<file path="src/rtl/count_report_tx.sv">
// Frequency-counter report transmitter: reads each result word through the
// ch_sel/ch_data mux and sends it as a 7-byte frame on an 8N1 UART line.
//
// Ports:
//   clk_ocxo  reference clock, the only clock
//   rst       asynchronous active-high reset
//   EN        enable; low aborts a run once the byte in flight completes
//   start     report request, sampled only while idle
//   ch_data   result word selected by ch_sel (external mux)
//   ch_sel    index of the word being read
//   txd       UART serial output, idles high
//   busy      high from start acceptance until return to idle
//   done      one-cycle pulse after the last stop bit of the last frame
module count_report_tx #(
    parameter int CLK_FREQ_HZ = 100000000,
    parameter int BAUD        = 115200,
    parameter int BIT_CNT     = 29,
    parameter int NUM_CH      = 31
) (
    input  logic               clk_ocxo,
    input  logic               rst,
    input  logic               EN,
    input  logic               start,
    input  logic [BIT_CNT-1:0] ch_data,
    output logic [4:0]         ch_sel,
    output logic               txd,
    output logic               busy,
    output logic               done
);

    localparam int DIV = CLK_FREQ_HZ / BAUD;
    localparam int CW  = $clog2(DIV);

    localparam logic [CW-1:0] BAUD_TOP = CW'(DIV - 1);
    localparam logic [4:0]    LAST_CH  = 5'(NUM_CH - 1);

    typedef enum logic [1:0] {
        IDLE,
        LOAD,
        SEND,
        NEXT
    } state_t;

    state_t        state;
    logic [31:0]   word;
    logic [CW-1:0] baud_cnt;
    logic [3:0]    bit_idx;
    logic [2:0]    byte_idx;
    logic          abort_pend;

    logic [7:0]    chk;
    logic [7:0]    cur_byte;
    logic          tx_bit;
    logic          bit_wrap;
    logic          byte_end;

    // The frame is derived from the latched word and the index, which both
    // hold steady for the whole frame, so no separate frame buffer is kept.
    always_comb begin
        chk = {3'b000, ch_sel} ^ word[31:24] ^ word[23:16]
            ^ word[15:8] ^ word[7:0];
        cur_byte = chk;
        case (byte_idx)
            3'd0:    cur_byte = 8'hA5;
            3'd1:    cur_byte = {3'b000, ch_sel};
            3'd2:    cur_byte = word[31:24];
            3'd3:    cur_byte = word[23:16];
            3'd4:    cur_byte = word[15:8];
            3'd5:    cur_byte = word[7:0];
            default: cur_byte = chk;
        endcase
    end

    // bit_idx 0 is the start bit, 1..8 the data bits LSB first, 9 the stop
    // bit; bit_idx 8 maps to data bit 7 through the 3-bit wrap of 0-1.
    always_comb begin
        tx_bit = cur_byte[bit_idx[2:0] - 3'd1];
        if (bit_idx == 4'd0) begin
            tx_bit = 1'b0;
        end else if (bit_idx == 4'd9) begin
            tx_bit = 1'b1;
        end
    end

    assign bit_wrap = (baud_cnt == BAUD_TOP);
    assign byte_end = bit_wrap && (bit_idx == 4'd9);

    // txd is registered from the current bit indices, so the line trails
    // the SEND bookkeeping by one clock; the extra clock overlaps NEXT.
    always_ff @(posedge clk_ocxo or posedge rst) begin
        if (rst) begin
            state      <= IDLE;
            ch_sel     <= 5'd0;
            txd        <= 1'b1;
            busy       <= 1'b0;
            done       <= 1'b0;
            word       <= 32'd0;
            baud_cnt   <= '0;
            bit_idx    <= 4'd0;
            byte_idx   <= 3'd0;
            abort_pend <= 1'b0;
        end else begin
            done <= 1'b0;
            unique case (state)
                IDLE: begin
                    txd <= 1'b1;
                    if (start && EN) begin
                        busy   <= 1'b1;
                        ch_sel <= 5'd0;
                        state  <= LOAD;
                    end
                end
                LOAD: begin
                    txd <= 1'b1;
                    if (!EN) begin
                        busy   <= 1'b0;
                        ch_sel <= 5'd0;
                        state  <= IDLE;
                    end else begin
                        word       <= 32'(ch_data);
                        baud_cnt   <= '0;
                        bit_idx    <= 4'd0;
                        byte_idx   <= 3'd0;
                        abort_pend <= 1'b0;
                        state      <= SEND;
                    end
                end
                SEND: begin
                    txd <= tx_bit;
                    if (!EN) begin
                        abort_pend <= 1'b1;
                    end
                    if (!bit_wrap) begin
                        baud_cnt <= baud_cnt + 1'b1;
                    end else begin
                        baud_cnt <= '0;
                        if (!byte_end) begin
                            bit_idx <= bit_idx + 4'd1;
                        end else begin
                            bit_idx <= 4'd0;
                            if (abort_pend || !EN) begin
                                busy   <= 1'b0;
                                ch_sel <= 5'd0;
                                state  <= IDLE;
                            end else if (byte_idx == 3'd6) begin
                                state <= NEXT;
                            end else begin
                                byte_idx <= byte_idx + 3'd1;
                            end
                        end
                    end
                end
                NEXT: begin
                    txd <= 1'b1;
                    if (!EN) begin
                        busy   <= 1'b0;
                        ch_sel <= 5'd0;
                        state  <= IDLE;
                    end else if (ch_sel == LAST_CH) begin
                        busy   <= 1'b0;
                        done   <= 1'b1;
                        ch_sel <= 5'd0;
                        state  <= IDLE;
                    end else begin
                        ch_sel <= ch_sel + 5'd1;
                        state  <= LOAD;
                    end
                end
            endcase
        end
    end

endmodule

</file>
<file path="config.mk">
export PLATFORM = sky130hd
export DESIGN_NAME = count_report_tx
export DESIGN_NICKNAME = d
export VERILOG_FILES = /design/src/rtl/count_report_tx.sv
export SDC_FILE = /design/constraint.sdc
export NUM_CORES = 1
export LEC_CHECK = 0
export ABC_CLOCK_PERIOD_IN_PS = 2500
export BUFFER_PORTS_ARGS = -buffer_cell sky130_fd_sc_hd__buf_4
export CAP_MARGIN = 10
export CORE_UTILIZATION = 25
export DETAILED_ROUTE_END_ITERATION = 16
export GPL_TIMING_DRIVEN = 0
export RECOVER_POWER = 50
export SETUP_SLACK_MARGIN = 0.5
export SLEW_MARGIN = 0
export SYNTH_ARGS = -nofsm -noshare
export SYNTH_HDL_FRONTEND = slang
export SYNTH_SLANG_ARGS = --single-unit
</file>
<file path="constraint.sdc">
create_clock -name clk_ocxo -period 2.5 [get_ports clk_ocxo]
set_input_delay 0 -clock clk_ocxo [delete_from_list [all_inputs] [get_ports clk_ocxo]]
set_output_delay 0 -clock clk_ocxo [all_outputs]
set_load 0.05 [all_outputs]
</file>
==> results of run 1 <==
==> through the flow <==
step	total power [mW]	setup WS, ps	area, um2
6_report	5.31	491	4580
5_1_grt	5.67	210	4580
4_1_cts	5.19	485	4470
3_5_place_dp	3.76	99.6	3770
3_3_place_gp	3.71	36.5	3750
2_1_floorplan	3.25	500	3240
==> final cells by class <==
class	instances	share of cell area, %
Buffer	17	3.14
Clock buffer	13	5.47
Clock inverter	3	0.875
Inverter	7	0.629
Multi-Input combinational cell	235	39.1
Sequential cell	57	31.3
Tap cell	172	4.70
Timing Repair Buffer	82	14.8
==> synthesized netlist by cell type (all sizes together) (4+ instances only) <==
cell type and instances:
clkbuf 13, inv 7, nand2 29, nand2b 4, dfrtp 56, ha 11
o31ai 4, nand3 16, mux2 29, xnor2 20, buf 4, xor2 7
nor2 16, a21oi 16, o21ai 32, nor3 5, a221oi 5
==> final timing paths <==
kind                                   from  slack (ps)  cells past startpoint           to
worst max-delay path            byte_idx[1]         490                     10          txd
worst min-delay path                     EN          80                      3    ch_sel[2]
worst max register to register  byte_idx[1]         490                     10          txd
worst min register to register   abort_pend         520                      2   abort_pend
max in group asynchronous               rst         620                      4  baud_cnt[2]
min in group asynchronous               rst         470                      3  baud_cnt[1]
==> sequential cells by signal, indices dropped and copies added (netlist names) <==
signal and flops:
txd 1, abort_pend 1, ch_sel 5, done 1, byte_idx 3, state 2, baud_cnt 10, bit_idx 4
busy 1, word 29
==> cell families (layout without fill, tap and decap cells) <==
| group | Yosys count | count (layout) | share of synthesized area, % |
|---|---|---|---|
| compound gates | 83 | 83 | 16.8 |
| flops | 57 | 57 | 44.2 |
| xor+xnor | 29 | 29 | 8.72 |
| mux | 29 | 29 | 10.1 |
| buf+inv | 24 | 122 | 3.18 |
| simple gates | 83 | 83 | 12.7 |
| fa+ha+maj | 11 | 11 | 4.27 |
==> timing repair <==
| action | CTS | global route |
|---|---|---|
| gates cloned | 0 | 0 |
| hold buffers | 30 | 0 |
| endpoints found under the hold margin | 54 | 0 |
| setup buffers | 4 | 8 |
| endpoints found under the setup margin | 5 | 10 |
| gates resized for setup | 21 | 30 |
| pin swaps | 5 | 11 |
==> report_power, final <==
group / leakage [nW] / switching (mW) / internal [mW]
Combinational: 1.06 / 1.19 / 1.31
Sequential: 0.716 / 0.334 / 1.28
Clock: 0.144 / 0.404 / 0.794
Total: 1.92 / 1.93 / 3.38
==> routing by layer <==
layer / share of wire, % / GRT usage, %
met1: 46 / 16.6
met2: 49 / 22.4
met4: 2.0 / 6.84
met3: 3.0 / 2.14
met5: 0 / 0
==> critical path, stage by stage (launching register included) <==
cell	delay, ps
dfrtp_2	410
clkbuf_8	150
inv_4	60
ha_4	120
buf_8	110
a221oi_1	60
a21oi_1	160
a21oi_1	50
a311o_1	320
a311o_1	330
o32ai_2	140
==> results.txt, run 1 <==
top cell type's share of synthesized area - 43.4%
DR DRC count - 0
detailed-placement wirelength estimate - 5.64 mm
Setup crit start kind - flop
fin crit share - 80.4%
Synth area leader - dfrtp_1
total track usage - 13.3%
yosys warns - 0
flip-flop and latch area - 1430 um2
critical path peak fanout - 6
final number of setup-violating endpoints - 0
Starting Density - 25.6%
Pre-Repair DR Iteration Count - 4
Critical Path RT - 2740 ps
most frequent cells in the layout - dfrtp_1 (53), buf_4 (48), dlygate4sd3_1 (30)
total area of multi-input combinational cells - 1790 um2
syn_nets - 360
CTS tree - done
die width - 116 um
Async S/R FF share, synth - 100%
clk_skew - 5.80 ps
Finished Layout Cells - 586
Avg Synthesized Cell Area - 10.2 um2
minimum clock period - 2010 ps
routed wire length - 8.13 mm
Boundary Pins - 41
Final Hold Viols - 0
sequential area share after synthesis - 44.2%
#FFs+latches synth - 57
Worst-Skew Late Latency - 330 ps
synth top area cells - dfrtp_1 (43%), mux2_2 (10%), xnor2_1 (5.4%)
vias post-DR - 2,703
Cell variety after synth - 48
CTS buffer count - 9
worst slew pin tran - 1000 ps
RSZ-0062 raised after global routing - yes
Max Clk Rate - 498 MHz
Crit Path Category - flop to flop
FP Rows - 41
Synth Instances - 316
Chip Height - 116 um
ANT nets after route - 0
Slew HR - 33.2%
Max clock buf depth - 2
routed vias/inst - 4.61
post-DR wirelength/cell - 13.9 um
Placer Congestion - 0.800
initial antenna violation count - 0
Area growth syn-to-layout - 41.9%
Antenna Cells - 0
DP Cell Count - 528
max-slew violations - 0
root buffer cell - clkbuf_16
total power per unit cell area - 1160 nW/um2
Layout Utilization - 36.3%
status - finished clean
grt ovf - 0
post-route setup TNS - 0 ps
DRT iter0 DRCs - 93
port bufs - 39
Max Cap Viol - 0
CTS Sinks - 57
WHS - 78.8 ps
Lkg Pwr - 1.92 nW
Data arrival, critical path - 2250 ps
share of cells above drive strength 1 - 31.2%
number of global-route vias before repair - 2,765
# fillers - 1,305
CP Capture Type - flop
cell area after synthesis - 3230 um2
Layout Nets - 453
largest net degree at the start of global routing - 32
Core ar. - 12,600 um2
# H-tree levels - 3
commonest non-fill, non-tap cell in the layout - dfrtp_1
Die Area - 13,400 um2
register clock-pin slew on the reported worst setup and hold paths - 50 ps
Worst Hold Class - input port to flop
number of synthesized flops with an enable pin - 0
first-pass GRT wire length - 13.6 mm
Worst VDD drop - 0.518 mV
Primary FF master, synth - dfrtp_1
No activity file was read; power rests on OpenSTA's default activity.
==> run 2, diff against run 1 <==
ABC_CLOCK_PERIOD_IN_PS = 1800   (was 2500)
clock period = 1.8 ns   (was 2.5 ns; I/O delays follow)
==> results.txt, run 2 (same netlist as run 1, synthesis figures left out) <==
first-pass GRT wire length - 14.8 mm (was 13.6 mm)
crit-path cells - inv_1, ha_2, a221oi_1, a21oi_1, a21oi_1, a311o_1, a311o_1, o32ai_2 (was clkbuf_8, inv_4, ha_4, buf_8, a221oi_1, a21oi_1, a21oi_1, a311o_1, a311o_1, o32ai_2)
Largest regs - word: 29 flops, baud_cnt: 10 flops, ch_sel: 5 flops (unchanged)
Data arrival, critical path - 2250 ps (about the same)
worst reg-to-reg path cell count - 8 (was 10)
share of cells above drive strength 1 - 46.6% (was 31.2%)
ANT nets after route - 0 (unchanged)
Max Clk Rate - 496 MHz (was 498 MHz)
Lkg Pwr - 2.32 nW (was 1.92 nW)
max FFs per register - 29 (unchanged)
Switching Fraction - 37.0% (was 36.4%)
kind of cell adding the most delay to the critical path - compound AO/OA/AOI/OAI gates (unchanged)
status - complete, but fails checks (was finished clean)
Worst-Skew Late Latency - 330 ps (about the same)
P_int - 5.39 mW (was 3.38 mW)
# H-tree levels - 3 (unchanged)
final number of setup-violating endpoints - 5 (was 0)
total power per unit cell area - 1610 nW/um2 (was 1160 nW/um2)
slowest CP cell - dfrtp_1 (was dfrtp_2)
routed wire length - 9.48 mm (was 8.13 mm)
Critical Path RT - 2030 ps (was 2740 ps)
hold path cells - 4 (was 3)
Worst Hold Class - input port to flop (unchanged)
Clk network pwr share - 18.4% (was 22.6%)
most frequent cells in the layout - buf_4 (55), dfrtp_1 (49), dlygate4sd3_1 (30) (was dfrtp_1 (53), buf_4 (48), dlygate4sd3_1 (30))
total track usage - 14.7% (was 13.3%)
DP Cell Count - 527 (was 528)
fin crit share - 112% (was 80.4%)
sequential power share - 26.7% (was 30.3%)
Layout Nets - 475 (was 453)
Comb pwr share - 54.9% (was 47.1%)
Worst VDD drop - 0.762 mV (was 0.518 mV)
commonest non-fill, non-tap cell in the layout - buf_4 (was dfrtp_1)
FP Rows - 41 (unchanged)
post-place instance area - 3870 um2 (was 3770 um2)
Finished Layout Cells - 608 (was 586)
port bufs - 39 (unchanged)
fin area - 5310 um2 (was 4580 um2)
CTS Sinks - 57 (unchanged)
Final WS setup - -215 ps (was 491 ps)
max-slew violations - 0 (unchanged)
Pre-Repair DR Iteration Count - 6 (was 4)
Critical Path Stages - 8 (was 10)
CP Buf/Inv Count - 1 (was 3)
CTS tree - done (unchanged)
detailed-placement wirelength estimate - 5.49 mm (was 5.64 mm)
CP Capture Type - flop (unchanged)
DRT iter0 DRCs - 125 (was 93)
RSZ-0062 raised after global routing - yes (unchanged)
grt ovf - 0 (unchanged)
root buffer cell - clkbuf_16 (unchanged)
DR DRC count - 0 (unchanged)
Die Area - 13,400 um2 (unchanged)
Starting Density - 25.6% (unchanged)
initial antenna violation count - 0 (unchanged)
Biggest register - word (unchanged)
Max Cap Viol - 0 (unchanged)
Crit Path Category - flop to flop (unchanged)
clk_skew - 6.63 ps (was 5.80 ps)
register clock-pin slew on the reported worst setup and hold paths - 50 ps (about the same)
Core ar. - 12,600 um2 (unchanged)
failing checks - setup timing
Placer Congestion - 0.839 (was 0.800)
Setup crit start kind - flop (unchanged)
Chip Height - 116 um (unchanged)
Boundary Pins - 41 (unchanged)
number of global-route vias before repair - 2,906 (was 2,765)
vias post-DR - 2,919 (was 2,703)
routed vias/inst - 4.80 (was 4.61)
minimum clock period - 2010 ps (about the same)
Area growth syn-to-layout - 64.4% (was 41.9%)
die width - 116 um (unchanged)
worst slew pin tran - 727 ps (was 1000 ps)
Slew HR - 51.3% (was 33.2%)
Max clock buf depth - 2 (unchanged)
CTS buffer count - 9 (unchanged)
net switching power - 3.16 mW (was 1.93 mW)
largest net degree at the start of global routing - 58 (was 32)
critical path peak fanout - 6 (unchanged)
Antenna Cells - 0 (unchanged)
post-DR wirelength/cell - 15.6 um (was 13.9 um)
Max stage delay on crit path - 410 ps (about the same)
Final Hold Viols - 0 (unchanged)
==> run 2: cell count changes in the layout (fill, tap and decap cells not counted), sizes merged <==
cell / delta
clkinv: +1
clkinvlp: +1
inv: -1
bufinv: -1
buf: +22
==> run 2: final cells by class <==
| type | instances | area [um2] |
|---|---|---|
| Fill cell | 1197 | 7310 |
| Buffer | 17 | 250 |
| Timing Repair Buffer | 104 | 960 |
| Sequential cell | 57 | 1440 |
| Tap cell | 172 | 215 |
| Clock buffer | 13 | 260 |
| Inverter | 7 | 32.5 |
| Multi-Input combinational cell | 235 | 2140 |
| Clock inverter | 3 | 15.0 |
==> run 2: metal layers <==
metal / global-route usage [%] / part of all wire [%]
met4: 8.21 / 2.9
met2: 24.2 / 51
met1: 18.1 / 43
met3: 2.72 / 3.4
met5: 0 / 0
==> run 2: final timing paths <==
check,startpoint,endpoint,slack [ps]
setup / recovery,byte_idx[0],txd,-210
hold / removal,EN,abort_pend,70
setup reg to reg,byte_idx[0],txd,-210
hold reg to reg,abort_pend,abort_pend,510
max in group asynchronous,rst,ch_sel[0],410
min in group asynchronous,rst,baud_cnt[6],310
==> run 2: through the flow <==
stage | power (mW) | hold slack [ps] | setup TNS [ps] | util, % | setup WS [ps]
CTS | 8.14 | 30.6 | -285 | 40.0 | -203
global placement | 5.36 | 234 | -1320 | 30.7 | -456
global route | 9.03 | 97.3 | -980 | 42.0 | -280
finish | 8.56 | 72.3 | -360 | 42.0 | -215
floorplan | 4.71 | 86.3 | -46.5 | - | -44.7
detailed placement | 5.43 | 238 | -1420 | 30.7 | -483
==> run 2: power by group through the flow <==
stage                     sequential [mW]  combinational [mW]  clock, mW
after floorplan                      2.26                2.45          0
final                                2.28                4.70       1.57
after detailed placement             2.26                3.17          0
after global placement               2.25                3.11          0
after global routing                 2.34                5.02       1.66
after CTS                            2.25                4.28       1.60
==> run 2: repair_timing <==
item	CTS	global route
pin swaps	18	16
gates resized for setup	89	49
setup endpoints to repair	54	55
setup buffers	25	5
hold endpoints to repair	29	15
gates cloned	3	1
hold buffers	29	1
==> run 2: worst reg2reg max path, cell delays in order (launching register included) <==
cell      delay, ps
dfrtp_1         410
inv_1           180
ha_2            310
a221oi_1        110
a21oi_1         130
a21oi_1          50
a311o_1         320
a311o_1         290
o32ai_2         120
